## src/rtl/timer_pkg.sv

```systemverilog
// Shared types and helpers for the front-panel mode sequencer.
// Mode states, digit positions and the BCD increment used in set mode.
package timer_pkg;

  typedef enum logic [2:0] {
    IDLE,
    RUN,
    PAUSE,
    SET_HR,
    SET_MIN
  } mode_e;

  typedef enum logic [1:0] {
    CMD_NONE,
    CMD_RUN,
    CMD_MODE,
    CMD_INC
  } cmd_e;

  localparam int DIG_SEC0 = 0;
  localparam int DIG_SEC1 = 1;
  localparam int DIG_MIN0 = 2;
  localparam int DIG_MIN1 = 3;
  localparam int DIG_HR0  = 4;
  localparam int DIG_HR1  = 5;

  localparam logic [5:0] BLANK_HR =
    (6'b1 << DIG_HR1) | (6'b1 << DIG_HR0);
  localparam logic [5:0] BLANK_MIN =
    (6'b1 << DIG_MIN1) | (6'b1 << DIG_MIN0);

  // Wrap check comes before the ones carry so 09->10 and max->00.
  function automatic logic [7:0] bcd_inc(
    input logic [7:0] v,
    input logic [7:0] max
  );
    if (v == max) return 8'h00;
    if (v[3:0] == 4'h9) return {v[7:4] + 4'h1, 4'h0};
    return v + 8'h01;
  endfunction

endpackage

```

## src/rtl/timer_mode_ctrl_if.sv

```systemverilog
// Command/status bundle between the mode sequencer and the timer
// datapath (timer_control plus the seven-segment mux blank mask).
interface timer_mode_ctrl_if;

  logic       run;
  logic       clr;
  logic       ld;
  logic [7:0] set_hr;
  logic [7:0] set_min;
  logic [7:0] cur_hr;
  logic [7:0] cur_min;
  logic [5:0] blank;

  modport master (
    output run, clr, ld,
    output set_hr, set_min, blank,
    input  cur_hr, cur_min
  );

  modport slave (
    input  run, clr, ld,
    input  set_hr, set_min, blank,
    output cur_hr, cur_min
  );

endinterface

```

## src/rtl/btn_debounce.sv

```systemverilog
// Raw button synchronizer and stable-count debouncer.
// Emits a one-cycle press pulse on each debounced rising level.
module btn_debounce #(
  parameter int DB_CYCLES = 1_000_000
) (
  input  logic clk,
  input  logic rstn,
  input  logic btn_i,
  output logic press_o
);

  localparam int CW = $clog2(DB_CYCLES + 1);

  logic          s1_q;
  logic          s2_q;
  logic          lvl_q;
  logic          press_q;
  logic [CW-1:0] cnt_q;

  // cnt_q counts consecutive cycles the synced level differs from lvl_q.
  always_ff @(posedge clk or negedge rstn) begin
    if (!rstn) begin
      s1_q    <= 1'b0;
      s2_q    <= 1'b0;
      lvl_q   <= 1'b0;
      press_q <= 1'b0;
      cnt_q   <= '0;
    end else begin
      s1_q    <= btn_i;
      s2_q    <= s1_q;
      press_q <= 1'b0;
      if (s2_q == lvl_q) begin
        cnt_q <= '0;
      end else if (cnt_q == CW'(DB_CYCLES - 1)) begin
        cnt_q   <= '0;
        lvl_q   <= s2_q;
        press_q <= s2_q;
      end else begin
        cnt_q <= cnt_q + CW'(1);
      end
    end
  end

  assign press_o = press_q;

endmodule

```

## src/rtl/timer_mode_ctrl.sv

```systemverilog
// Front-panel sequencer: debounced buttons drive the idle/run/pause
// and hour/minute set FSM, timer commands and the digit blink mask.
module timer_mode_ctrl
  import timer_pkg::*;
#(
  parameter int         DB_CYCLES = 1_000_000,
  parameter logic [7:0] HR_MAX    = 8'h23
) (
  input  logic clk,
  input  logic rstn,
  input  logic btn_run,
  input  logic btn_mode,
  input  logic btn_inc,
  input  logic blink_en,
  timer_mode_ctrl_if.master tif
);

  logic  p_run;
  logic  p_mode;
  logic  p_inc;
  cmd_e  cmd;

  mode_e      state_q, state_d;
  logic       run_q, run_d;
  logic       clr_q, clr_d;
  logic       ld_q, ld_d;
  logic [7:0] hr_q, hr_d;
  logic [7:0] min_q, min_d;
  logic       phase_q, phase_d;
  logic [5:0] blank_q, blank_d;

  btn_debounce #(.DB_CYCLES(DB_CYCLES)) u_db_run (
    .clk     (clk),
    .rstn    (rstn),
    .btn_i   (btn_run),
    .press_o (p_run)
  );

  btn_debounce #(.DB_CYCLES(DB_CYCLES)) u_db_mode (
    .clk     (clk),
    .rstn    (rstn),
    .btn_i   (btn_mode),
    .press_o (p_mode)
  );

  btn_debounce #(.DB_CYCLES(DB_CYCLES)) u_db_inc (
    .clk     (clk),
    .rstn    (rstn),
    .btn_i   (btn_inc),
    .press_o (p_inc)
  );

  // Coincident presses: run wins over mode, mode over inc.
  always_comb begin
    if (p_run)       cmd = CMD_RUN;
    else if (p_mode) cmd = CMD_MODE;
    else if (p_inc)  cmd = CMD_INC;
    else             cmd = CMD_NONE;
  end

  always_comb begin
    state_d = state_q;
    run_d   = run_q;
    clr_d   = 1'b0;
    ld_d    = 1'b0;
    hr_d    = hr_q;
    min_d   = min_q;
    phase_d = blink_en ? ~phase_q : phase_q;
    unique case (state_q)
      IDLE: begin
        case (cmd)
          CMD_RUN: begin
            state_d = RUN;
            run_d   = 1'b1;
          end
          CMD_MODE: begin
            state_d = SET_HR;
            hr_d    = tif.cur_hr;
            min_d   = tif.cur_min;
            phase_d = 1'b0;
          end
          default: ;
        endcase
      end
      RUN: begin
        if (cmd == CMD_RUN) begin
          state_d = PAUSE;
          run_d   = 1'b0;
        end
      end
      PAUSE: begin
        case (cmd)
          CMD_RUN: begin
            state_d = RUN;
            run_d   = 1'b1;
          end
          CMD_MODE: begin
            state_d = IDLE;
            clr_d   = 1'b1;
          end
          default: ;
        endcase
      end
      SET_HR: begin
        case (cmd)
          CMD_RUN:  state_d = IDLE;
          CMD_MODE: begin
            state_d = SET_MIN;
            phase_d = 1'b0;
          end
          CMD_INC:  hr_d = bcd_inc(hr_q, HR_MAX);
          default: ;
        endcase
      end
      SET_MIN: begin
        case (cmd)
          CMD_RUN:  state_d = IDLE;
          CMD_MODE: begin
            state_d = IDLE;
            ld_d    = 1'b1;
          end
          CMD_INC:  min_d = bcd_inc(min_q, 8'h59);
          default: ;
        endcase
      end
      default: begin
        state_d = IDLE;
        run_d   = 1'b0;
      end
    endcase
    blank_d = 6'b0;
    if (phase_d && state_d == SET_HR)  blank_d = BLANK_HR;
    if (phase_d && state_d == SET_MIN) blank_d = BLANK_MIN;
  end

  always_ff @(posedge clk or negedge rstn) begin
    if (!rstn) begin
      state_q <= IDLE;
      run_q   <= 1'b0;
      clr_q   <= 1'b0;
      ld_q    <= 1'b0;
      hr_q    <= 8'h00;
      min_q   <= 8'h00;
      phase_q <= 1'b0;
      blank_q <= 6'b0;
    end else begin
      state_q <= state_d;
      run_q   <= run_d;
      clr_q   <= clr_d;
      ld_q    <= ld_d;
      hr_q    <= hr_d;
      min_q   <= min_d;
      phase_q <= phase_d;
      blank_q <= blank_d;
    end
  end

  assign tif.run     = run_q;
  assign tif.clr     = clr_q;
  assign tif.ld      = ld_q;
  assign tif.set_hr  = hr_q;
  assign tif.set_min = min_q;
  assign tif.blank   = blank_q;

endmodule
```

## src/flat_wrapper.sv

```systemverilog
// flat-port wrapper written by rule: the top's interface ports become plain ports
module timer_mode_ctrl_flat import timer_pkg::*;
#(
  parameter int         DB_CYCLES = 1_000_000,
  parameter logic [7:0] HR_MAX    = 8'h23
)
  (clk, rstn, btn_run, btn_mode, btn_inc, blink_en, tif_run, tif_clr, tif_ld, tif_set_hr, tif_set_min, tif_blank, tif_cur_hr, tif_cur_min);
  timer_mode_ctrl_if tif_i ();
  input  logic clk;
  input  logic rstn;
  input  logic btn_run;
  input  logic btn_mode;
  input  logic btn_inc;
  input  logic blink_en;
  output wire logic [$bits(tif_i.run)-1:0] tif_run;
  output wire logic [$bits(tif_i.clr)-1:0] tif_clr;
  output wire logic [$bits(tif_i.ld)-1:0] tif_ld;
  output wire logic [$bits(tif_i.set_hr)-1:0] tif_set_hr;
  output wire logic [$bits(tif_i.set_min)-1:0] tif_set_min;
  output wire logic [$bits(tif_i.blank)-1:0] tif_blank;
  input wire logic [$bits(tif_i.cur_hr)-1:0] tif_cur_hr;
  input wire logic [$bits(tif_i.cur_min)-1:0] tif_cur_min;
  assign tif_run = tif_i.run;
  assign tif_clr = tif_i.clr;
  assign tif_ld = tif_i.ld;
  assign tif_set_hr = tif_i.set_hr;
  assign tif_set_min = tif_i.set_min;
  assign tif_blank = tif_i.blank;
  assign tif_i.cur_hr = tif_cur_hr;
  assign tif_i.cur_min = tif_cur_min;
  timer_mode_ctrl #(.DB_CYCLES(DB_CYCLES), .HR_MAX(HR_MAX)) u_core (.clk(clk), .rstn(rstn), .btn_run(btn_run), .btn_mode(btn_mode), .btn_inc(btn_inc), .blink_en(blink_en), .tif(tif_i));
endmodule
```

## config.mk

```make
export PLATFORM = sky130hd
export DESIGN_NAME = timer_mode_ctrl_flat
export DESIGN_NICKNAME = d
export VERILOG_FILES = /design/src/rtl/timer_pkg.sv /design/src/rtl/timer_mode_ctrl_if.sv /design/src/rtl/btn_debounce.sv /design/src/rtl/timer_mode_ctrl.sv /design/src/flat_wrapper.sv
export SDC_FILE = /design/constraint.sdc
export NUM_CORES = 1
export LEC_CHECK = 0
export ABC_AREA = 0
export BUFFER_PORTS_ARGS = -buffer_cell sky130_fd_sc_hd__buf_2
export CAP_MARGIN = 20
export CORE_ASPECT_RATIO = 1.2
export CORE_MARGIN = 2
export CORE_UTILIZATION = 55
export CTS_CLUSTER_DIAMETER = 40
export DETAILED_ROUTE_END_ITERATION = 16
export PLACE_DENSITY = 0.85
export SYNTH_ARGS = -nofsm -noshare
export SYNTH_HDL_FRONTEND = slang
export SYNTH_SLANG_ARGS = --single-unit
```

## constraint.sdc

```tcl
create_clock -name clk -period 4.2 [get_ports clk]
set_input_delay 1.05 -clock clk [delete_from_list [all_inputs] [get_ports clk]]
set_output_delay 1.05 -clock clk [all_outputs]
set_load 0.01 [all_outputs]
```

Yosys cells after proc, flatten, opt, wreduce, memory -nomap -nowiden
Cells that the tools add are included.
{ "word_totals": {"inputBits": 22, "elab_cells": 134, "ff_bits": 101} }
{ "classes": {"n_reduce_logical": 15, "eq_ne": 24, "bitwise": 5, "mux": 60, "addsub": 7} }
{ "op_table": {"columns": ["op", "count"], "rows": [
  ["two-way mux 20 bit", 6],
  ["two-way mux 8 bit", 12],
  ["adder 20 x 1 -> 20 bit (second input constant)", 3],
  ["== test 20 bit (second input constant)", 3],
  ["one-hot mux 8 bit (2 select lines)", 2],
  ["two-way mux 1 bit", 28],
  ["one-hot mux 3 bit (2 select lines)", 3],
  ["adder 8 x 1 -> 8 bit (second input constant)", 2],
  ["one-hot mux 3 bit (5 select lines)", 1],
  ["two-way mux 6 bit", 2],
  ["!= test 2 x 1 -> 1 bit (second input constant)", 5],
  ["== test 3 x 2 -> 1 bit (second input constant)", 3],
  ["AND reduction 3 bit", 3],
  ["adder 4 x 1 -> 4 bit (second input constant)", 2],
  ["== test 4 bit (second input constant)", 2],
  ["== test 8 x 6 -> 1 bit (second input constant)", 1],
  ["== test 8 x 7 -> 1 bit (second input constant)", 1],
  ["OR reduction 2 bit", 4],
  ["== test 3 bit (second input constant)", 2],
  ["two-way mux 2 bit", 3],
  ["two-way mux 3 bit", 2],
  ["AND reduction 2 bit", 3],
  ["NOT 1 bit", 5],
  ["== test 2 bit (second input constant)", 2],
  ["other kinds (7)", 11]
]} }

Logic depth before layout (Yosys ltp)
{ "logic_depth": {"depth_word": 13, "ltp_mapped": 7} }

Hierarchy
Synthesis repeated with hierarchy kept, for this count alone.
{ "unflattened": {"hier_cells": 544, "area_unflattened_um2": 5143.7} }
{ "modules_own_cells": {"columns": ["mod", "n_inst", "cells_per_inst", "area_per_inst_um2"], "rows": [
  ["btn_debounce", 3, 116, 1136.1],
  ["timer_mode_ctrl", 1, 196, 1735.4]
]} }

Least setup slack after synthesis
Ideal clock, no wire load.
{ "synth_path": {"path_kind": "register to register", "start": "reg u_core.u_db_run.cnt_q[0]", "end": "reg u_core.u_db_run.lvl_q", "path_slack_ns": 2.216, "arrival_time_ns": 1.859, "stages_incl_launch_ff": 6, "cell_sequence": "dfrtp_1 -> ha_1 -> nand4_4 -> or2_4 -> or4_4 -> mux2_4"} }
{ "synth_via": {"elab_chain_len": 2} }
{ "synth_lines": {"columns": ["item", "line", "text"], "rows": [
  ["start: declaration", "btn_debounce.sv:18", "logic [CW-1:0] cnt_q;"],
  ["start signal: assignment", "btn_debounce.sv:39", "cnt_q <= cnt_q + CW'(1);"],
  ["== test 20 bit", "btn_debounce.sv:34", "end else if (cnt_q == CW'(DB_CYCLES - 1)) begin"],
  ["AND reduction 2 bit (no source line)", null, null],
  ["end signal: assignment", "btn_debounce.sv:36", "lvl_q <= s2_q;"],
  ["end: declaration", "btn_debounce.sv:16", "logic lvl_q;"]
]} }
Every way passes these cells.
A chain may end at the register's enable or synchronous reset.

Worst setup path in the final report
{ "layout_path": {"start": "reg u_core.u_db_run.cnt_q[0]", "end": "reg u_core.u_db_run.cnt_q[9]"} }
{ "layout_via": {"elab_chain_len": 3} }
{ "layout_lines": {"columns": ["item", "line", "text"], "rows": [
  ["adder 20 x 1 -> 20 bit or == test 20 bit (tied branches)", "btn_debounce.sv:39, btn_debounce.sv:34", null],
  ["two-way mux 20 bit (*)", "btn_debounce.sv:34", null],
  ["two-way mux 20 bit (*)", "btn_debounce.sv:32", "if (s2_q == lvl_q) begin"]
]} }
Mark *: on every way between the ends. The rest lies on a longest branch, timed or not.

==> metrics.md <==
| Metric | Value |
|---|---|
| Die height | 110 um |
| Grt total ovfl | 0 |
| Area contributors post-synth | dfrtp_1, xor2_1, nor2_1, xnor2_1, ha_1 |
| Final #Nets | between 500 and 600 |
| Crit. End Element | flop |
| Root Buffer | clkbuf_8 |
| Setup CP Type | reg2reg |
| Total Power | roughly 1.6 mW |
| Num rows | 38 |
| First-pass GRT wire length | 18000 um |
| Clock transition at path regs | approximately 0.080 ns |
| Wire length per cell | between 15 and 20 um |
| Fin util | 62.2% |
| EDFF count, synth | 0 |
| I/O pin cnt | 47 |
| Initial Util | 56.7% |
| Detailed Place HPWL | approximately 7400 um |
| Slew headroom | a little over a third |
| Main synth FF type | dfrtp_1 |
| Most common cell in the synthesized netlist | dfrtp_1 |
| Post-CTS Setup Bufs | 0 |
| Worst hold slack | 0.355 ns |
| Final min period | ~2.3 ns |
| Ys Warns | 0 |
| Leading area contributor after synthesis | dfrtp_1 |
| Simple-gate portion of the synthesized area | roughly a quarter |
| Hold Crit Class | reg2reg |
| Crit path DAT | roughly 2.5 ns |
| Vias post-DR | a little over 4000 |
| CP Launch Type | flop |
| Post-route DRC | 0 |
| Status | finished clean |
| Total core area | 9030 sq um |
| Fin cells | between 600 and 700 |
| Final WL | about 10000 um |
| Placed Area | about 5400 sq um |
| FFs w/ async S/R, synth | 100% |
| Max frequency | 430 MHz |
| CP Buf/Inv Count | 0 |
| Share of layout cells above drive strength 1 | around 16% |
| Crit path depth | 5 |
| Avg Cell Area, Syn | 9.97 sq um |
| Max incr delay on CP | about 0.88 ns |
| XOR/XNOR Fraction of Synth Area | under 10% |
| Die Wd | 92.1 um |
| Initial antenna violation count | 0 |
| Reg2Reg Depth | 5 |
| Tightest Pin Transition | ~0.95 ns |
| Crit-path slowest cell | o41ai_4 |
| Antenna Cells | 0 |
| Synth-to-Final Area Change | 9.65% |
| I/O Buffers | 44 |
| Largest family of logic cells by synthesized area | simple AND/OR/NAND/NOR gates |
| Crit share post-route | a little under three fifths |
| Setup ws final | 1.87 ns |
| Dpl ws | approximately 1.8 ns |
| RSZ-0062 raised after global routing | no |
| #FFs+latches synth | 97 |
| Max_cap viols | 0 |
| Drt first pass iters | 6 |
| Clock sinks | 97 |
| Crit path max fanout | 18 |
| Die area | between 10000 and 15000 sq um |
| Yosys cell types | between 60 and 70 |
| CP cell instances | ha_1, nand4_4, or2_4, o41ai_4, nor2_1 |
| Total track usage | between 20% and 30% |
| Adder-cell share of the synthesized area | 2.69% |
| TritonCTS buffer count | 9 |
| Worst IR Drop VDD | 0.000309 V |
| Syn Std Cell Area | about 5100 sq um |
| Fin area | roughly 5600 sq um |
| Leak | between 2 and 2.5 nW |
| Commonest cells post-synth | dfrtp_1, nor2_1, nand2_1, a21oi_1, xor2_1 |
| Cts repair resizes | 0 |
| CTS tree | done |
| Clock Skews | approximately 0.010 ns |
| Clock tree buffer depth | 2 |
| Setup TNS | 0 ns |
| Final-report hold violation count | 0 |
| GPL Wtd Cong | 0.894 |
| Via density | ~6 |
| Largest net degree at the start of global routing | 72 |
| Hold buffers post-CTS | 0 |
| Fill cells | 749 |
| Post-synth top area share | a little under half |
| # H-tree levels | 3 |
| CP top delay family | compound AO/OA/AOI/OAI gates |
| Drt initial violations | about 300 |
| Worst-Skew Late Latency | 0.37 ns |
| Max-slew violation count | 0 |
| Seq/Total Area, Yosys | between 40% and 50% |
| DP Cell Count | 662 |
| Post-synthesis mux area share | approximately 1.4% |
| Number of global-route vias before repair | about 3900 |
| Worst hold path depth | 0 |
| PwrDens | roughly 300 nW/um^2 |
| Compound-Gate Fraction of Synth Area | about an eighth |
| Final antenna-violating net count | 0 |
| CP required | roughly 4.4 ns |
| Cells after Synth | 514 |
| Final setup viols | 0 |
[layer usage]
| metal | up-vias | track usage, % | wire (um) |
|---|---|---|---|
| li1 | 1950 | - | - |
| met1 | 2005 | 27.0 | 4440 |
| met2 | 102 | 39.1 | 5380 |
| met3 | 19 | 3.15 | 382 |
| met4 | 0 | 10.8 | 240 |
| met5 | - | 0 | 0 |
[registers in the layout (all words and copies together) (netlist names), 2 cells and up]
name	count
u_core.tif.set_min	8
u_core.state_q	3
u_core.u_db_run.cnt_q	20
u_core.tif.blank	2
u_core.u_db_inc.cnt_q	20
u_core.u_db_mode.cnt_q	20
u_core.tif.set_hr	8
[cell families after synthesis]
group                    count (synthesis)
AO/OA/AOI/OAI                           94
XOR/XNOR                                45
adder cells (fa/ha/maj)                 11
buffers and inverters                   42
flip-flops                              97
multiplexers                             6
other                                    1
AND/OR/NAND/NOR                        218
[power breakdown]
part / leakage [nW] / internal, mW / switching [mW]
clock network: 0.0916 / 0.289 / 0.314
registers: 1.29 / 0.948 / 0.0121
logic: 1.08 / 0.0264 / 0.0481
total: 2.46 / 1.26 / 0.374
[cells in the final DEF, fill, tap and decap left out, types with 8 or more instances in the layout]
master,instances
ha_1,11
nand4_1,19
nand3_1,23
or4_1,8
and3_1,9
xnor2_1,21
xor2_1,24
dfrtp_1,97
nor4_1,13
o21ai_0,19
inv_1,22
clkbuf_8,10
nor2_1,55
nand2_1,29
o31ai_1,11
a21oi_1,25
buf_2,44
nor3_1,10
[final timing paths]
path	from	endpoint	slack (ns)
setup / recovery	u_core.u_db_run.cnt_q[0]	u_core.u_db_run.cnt_q[9]	1.87
hold / removal	u_core.u_db_inc.s1_q	u_core.u_db_inc.s2_q	0.35
setup reg to reg	u_core.u_db_run.cnt_q[0]	u_core.u_db_run.cnt_q[9]	1.87
max in group asynchronous	rstn	u_core.u_db_mode.cnt_q[14]	2.69
min in group asynchronous	rstn	u_core.u_db_inc.cnt_q[18]	0.77
hold reg to reg	u_core.u_db_inc.s1_q	u_core.u_db_inc.s2_q	0.35
[final cells by class]
class	count	area, sq um	share of cell area [%]
sequential	97	2430	43.2
clock buffer	11	141	2.52
inverter	22	82.6	1.47
tap	120	150	2.67
multi-input combinational	376	2510	44.7
timing repair buffer	48	250	4.45
clock inverter	4	53.8	0.958
Power figures use the tool's default switching activity.
